## src/rtl/dequantize.sv

```systemverilog
// dequantize: streaming int8 -> int32 expansion with zero-point removal and left shift.
// Two registered stages (s1: zero-point removed, s2: shifted output) with valid/ready
// on both sides, full throughput and backpressure.
// Optional build macro: DEQUANTIZE_ROUND_EN adds the truncation-bin midpoint in stage 2.
module dequantize #(
  parameter int unsigned SHIFT      = 0,
  parameter int unsigned SIZE       = 1,
  parameter int          ZERO_POINT = 0
) (
  input  logic                 clock,
  input  logic                 reset,
  input  logic [8*SIZE-1:0]    pixel_in,
  input  logic                 in_valid,
  output logic                 in_ready,
  output logic [32*SIZE-1:0]   pixel_out,
  output logic                 out_valid,
  input  logic                 out_ready
);

  localparam int unsigned IN_W  = 8;
  localparam int unsigned D_W   = 9;
  localparam int unsigned OUT_W = 32;

  // Zero-point as a 9-bit two's complement constant (sign-extended from 8 bits).
  localparam logic [D_W-1:0] ZP_D = D_W'(ZERO_POINT);

`ifdef DEQUANTIZE_ROUND_EN
  // Midpoint of the truncation bin; zero when no shift is applied.
  localparam logic [OUT_W-1:0] ROUND_OFS =
    (SHIFT > 0) ? (OUT_W'(1) << (SHIFT - 1)) : '0;
`endif

  logic [SIZE-1:0][D_W-1:0]   d_c;
  logic [SIZE-1:0][D_W-1:0]   s1_d;
  logic [SIZE-1:0][OUT_W-1:0] q_c;
  logic                       s1_valid;
  logic                       s2_load_c;
  logic                       in_xfer_c;

  // Handshake: s1 advances when s2 is empty or draining; input accepted when s1 frees up.
  always_comb begin
    s2_load_c = s1_valid && (!out_valid || out_ready);
    in_ready  = !reset && (!s1_valid || s2_load_c);
    in_xfer_c = in_valid && in_ready;
  end

  // Stage 1 datapath: sign-extend each lane to 9 bits and remove the zero-point.
  always_comb begin
    d_c = '0;
    for (int i = 0; i < int'(SIZE); i++) begin
      logic [IN_W-1:0] lane;
      lane   = pixel_in[IN_W*i +: IN_W];
      d_c[i] = {lane[IN_W-1], lane} - ZP_D;
    end
  end

  // Stage 2 datapath: sign-extend to 32 bits and shift into the accumulator domain.
  always_comb begin
    q_c = '0;
    for (int i = 0; i < int'(SIZE); i++) begin
      q_c[i] = {{(OUT_W-D_W){s1_d[i][D_W-1]}}, s1_d[i]} << SHIFT;
`ifdef DEQUANTIZE_ROUND_EN
      q_c[i] = q_c[i] + ROUND_OFS;
`endif
    end
  end

  // Stage 1 register: loads only on an input transfer, empties when it moves on alone.
  always_ff @(posedge clock) begin
    if (reset) begin
      s1_valid <= 1'b0;
      s1_d     <= '0;
    end else if (in_xfer_c) begin
      s1_valid <= 1'b1;
      s1_d     <= d_c;
    end else if (s2_load_c) begin
      s1_valid <= 1'b0;
    end
  end

  // Stage 2 register: loads from s1 when free, otherwise clears on output transfer.
  always_ff @(posedge clock) begin
    if (reset) begin
      out_valid <= 1'b0;
      pixel_out <= '0;
    end else if (s2_load_c) begin
      out_valid <= 1'b1;
      pixel_out <= q_c;
    end else if (out_ready) begin
      out_valid <= 1'b0;
    end
  end

endmodule

```

## config.mk

```make
export PLATFORM = sky130hd
export DESIGN_NAME = dequantize
export DESIGN_NICKNAME = d
export VERILOG_FILES = /design/src/rtl/dequantize.sv
export SDC_FILE = /design/constraint.sdc
export NUM_CORES = 1
export LEC_CHECK = 0
export ABC_AREA = 1
export ABC_CLOCK_PERIOD_IN_PS = 1500
export CORE_ASPECT_RATIO = 0.6
export CORE_MARGIN = 4
export CORE_UTILIZATION = 40
export DETAILED_ROUTE_END_ITERATION = 6
export PLACE_DENSITY = 0.78
export SLEW_MARGIN = 0
export SYNTH_ARGS = -nofsm -noshare
export SYNTH_HDL_FRONTEND = slang
export SYNTH_SLANG_ARGS = --single-unit
```

## constraint.sdc

```tcl
create_clock -name clock -period 1.5 [get_ports clock]
set_input_delay 0.3 -clock clock [delete_from_list [all_inputs] [get_ports clock]]
set_output_delay 0.3 -clock clock [all_outputs]
set_load 0.01 [all_outputs]
```

# ---- Word-level counts from Yosys, hierarchy flattened
# Index checks and enable logic that the tools add are counted.
# Widths: inputs -> output; s select.
dict set report word_totals {
  in_bits 12
  reg_bits 18
}
dict set report op_classes {
  n_reduce_logical 10
  n_mux 4
}
# op count
set op_table {}
lappend op_table {{$mux 1} 4}
lappend op_table {{$reduce_bool 2->1} 2}
lappend op_table {{$logic_and 1x1->1} 3}
lappend op_table {{$logic_not 1->1} 3}
lappend op_table {{$logic_or 1x1->1} 2}

# ---- Logic depth before layout (Yosys ltp)
dict set report depth {
  ltp_word 7
  depth_mapped 5
}

# ---- Least setup slack after synthesis
# Ideal clock, no wire load.
dict set report synth_timing {
  path_type {reg-to-output}
  startpoint {register, netlist name pixel_out[7]}
  endpoint {output pixel_out[10]}
  arrival_ns 0.970
  setup_slack_ns 0.230
  t_required_ns 1.200
  path_stages_with_launch 2
  cell_sequence {dfxtp_1 > buf_4}
}
# item line_no
set synth_rtl {}
lappend synth_rtl {{end, declared} 15} ;# output logic [32*SIZE-1:0] pixel_out,
# No word-level cell between the ends.

# ---- Final worst setup path
dict set report layout_timing {
  startpoint {register pixel_out[2]}
  endpoint {output pixel_out[2]}
}
# item line_no
set layout_rtl {}
lappend layout_rtl {{start signal, assigned} 88} ;# pixel_out <= q_c;
# No word-level cell between the ends.

==> results.py <==
metrics = {
    "run_status": {
        "status": "completed",
    },
    "clock_tree": {
        "tritoncts": "built",
        "cts-htree-levels": 1,
        "cts.clk_slew.worst_paths_ns": 0.07,
        "ctsRootBufferMaster": "clkbuf_8",
        "cts.sinks": 18,
        "clockBufferDepth": 2,
        "numCtsBuffers": 3,
        "post_cts_buffers": 0,
        "clk_latency_ns": 0.25,
    },
    "global_route": {
        "grt-ovfl-total": 0,
        "grt.busiest_layer": "met2",
        "grt_pass1_vias": 738,
        "grt_use_total_pct": 13.3,
        "grtUsageMet1_pct": 15.2,
        "grt_use_met2_pct": 23.0,
        "grt_start_max_net_pins": 26,
        "antenna_found_initial": 0,
        "use_met3_pct": 5.73,
        "grt_pass1_wl_mm": 3.26,
    },
    "placed_design": {
        "post-place-cells": 185,
        "portBuffers": 45,
        "gp_routability_congestion": 0.809,
        "post-dp-hpwl_mm": 1.62,
    },
    "yosys": {
        "synth_nets": 143,
        "yosysWarnings": 0,
        "syn_inst": 131,
        "syn_avg_cell_area_sq_um": 7.31,
        "ys_types": 15,
        "ys_ff_latch": 18,
        "syn-cell-area_sq_um": 957,
        "ys_seq_area_share_pct": 37.6,
    },
    "final_layout": {
        "n_fill_cell": 212,
        "final_cell_mix": "nand2_1, dlygate4sd2_1, nor2_1",
        "multi_input_area_sq_um": 330,
        "regArea_sq_um": 362,
        "diodes": 0,
        "drive_gt1_share_pct": 13.2,
        "final_nets": 172,
        "area_growth_pct": 38.4,
        "fin_cells": 189,
    },
    "power": {
        "power.leakage_nw": 0.718,
        "combPwrFrac_pct": 23.4,
        "irDropWorstVdd_mv": 0.588,
        "clkPwrFrac_pct": 32.7,
        "power.density_nw_per_um2": 907,
        "seq_power_share_pct": 43.9,
        "p_int_uw": 889,
        "switching_share_pct": 26.1,
        "p_switching_uw": 313,
    },
    "detailed_routing": {
        "drc": 0,
        "final_antenna_net_count": 0,
        "wl_per_cell_um": 11.0,
        "drt_wl_total_mm": 2.09,
        "vias_per_cell": 4.39,
        "drt_iter0_drc": 22,
        "vias": 830,
        "first_pass_iters": 4,
    },
    "sta": {
        "timing.final.crit_share_pct": 94.9,
        "finalSetupViolations": 0,
        "worst_slew_pin_slew_ns": 0.241,
        "grt_setup_unrepaired": "no",
        "finalHoldWorstSlack_ns": 0.471,
        "slew_violations": 0,
        "slew_headroom_pct": 83.9,
        "worst_clock_skew_ns": 0.00483,
        "finalCriticalPeriod_ns": 1.42,
        "hold_viol_final": 0,
        "fmax_ghz": 0.702,
    },
    "worst_setup_path": {
        "crit_chain": "clkdlybuf4s50_1",
        "cp.arrival_ns": 1.12,
        "critPathLaunchType": "flop",
        "cp-end-kind": "primary output",
        "cp_top_family": "buffers and inverters",
        "cp.required_ns": 1.20,
        "cp_max_fo": 2,
        "max_stage_delay_ns": 0.54,
        "slowest_stage": "clkdlybuf4s50_1",
        "cp_num_buf_inv": 1,
        "path_class": "flop to primary output",
    },
    "floorplan": {
        "dieArea_sq_um": 3270,
        "die_w_um": 71.2,
        "die_h_um": 45.9,
        "num_rows": 13,
        "core_sq_um": 2210,
        "ios": 46,
        "initial_core_util_pct": 43.3,
    },
    "run": {
        "maxCapViolations": 0,
    },
    "min_path": {
        "hold_class": "flop to flop",
    },
}
flip-flops by register name (all words and copies together) (netlist names):
| name | cells |
|---|---|
| s1_valid | 1 |
| out_valid | 1 |
| s1_d | 8 |
| pixel_out | 8 |
per-layer routing:
layer,vias to the layer above,part of all wire (%)
met2,26,52
met3,0,7.5
met4,0,0
li1,439,-
met1,365,41
met5,-,0
cell usage after synthesis:
cell | count | area [sq um]
nand2_1 | 25 | 93.8
buf_4 | 24 | 180
nand4_1 | 8 | 50.1
a21oi_1 | 1 | 5.00
nand3_1 | 8 | 40.0
buf_6 | 2 | 22.5
inv_1 | 11 | 41.3
dfxtp_1 | 18 | 360
nand2_2 | 1 | 6.26
buf_2 | 3 | 15.0
nor2_1 | 24 | 90.1
nand3_2 | 2 | 20.0
inv_2 | 2 | 7.51
a21oi_2 | 1 | 8.76
a21oi_4 | 1 | 16.3
cell families (layout without fill, tap and decap cells):
logic type	Yosys count	count (layout)	share of synthesized area, %
AND/OR/NAND/NOR	68	68	31.4
flip-flops	18	18	37.6
AO/OA/AOI/OAI	3	3	3.14
buffers and inverters	42	70	27.8
through the flow:
| step | util, % | setup WS (ns) | TNS (ns) | total power [mW] | area [sq um] |
|---|---|---|---|---|---|
| 6_report | 59.9 | 0.0765 | 0 | 1.20 | 1330 |
| 5_1_grt | 59.9 | 0.0200 | 0 | 1.29 | 1330 |
| 4_1_cts | 60.0 | 0.00632 | 0 | 1.22 | 1330 |
| 3_5_place_dp | 58.8 | -0.310 | -0.310 | 0.860 | 1300 |
| 3_3_place_gp | 58.8 | -0.307 | -0.307 | 0.852 | 1300 |
| 2_1_floorplan | - | 0.230 | 0 | 0.732 | 957 |
repair_timing:
item | 4_1_cts | 5_1_grt
hold buffers | 0 | 0
endpoints found under the setup margin | 26 | 3
resized for setup | 29 | 3
layout make-up:
class	instances	share of cell area [%]
repair buffers	53	37.1
flip-flops and latches	18	27.3
multi-input cells	71	24.9
clock buffers	4	4.15
inverters	13	3.68
well taps	30	2.83
power by group through the flow:
stage                     clock network, mW  logic [mW]  registers, mW
final                                 0.393       0.282          0.528
after global routing                  0.445       0.310          0.531
after CTS                             0.408       0.288          0.528
after detailed placement                  0       0.321          0.539
after global placement                    0       0.316          0.537
after floorplan                           0       0.179          0.553
final timing paths:
| check | startpoint | endpoint | slack [ns] | cells past startpoint |
|---|---|---|---|---|
| worst max-delay path | pixel_out[2] | pixel_out[2] | 0.08 | 1 |
| worst min-delay path | pixel_out[0] | pixel_out[0] | 0.47 | 2 |
| worst max register to register | out_valid | s1_d[1] | 0.48 | 5 |
| worst min register to register | pixel_out[0] | pixel_out[0] | 0.47 | 2 |
(Power assumes the default switching activity.)
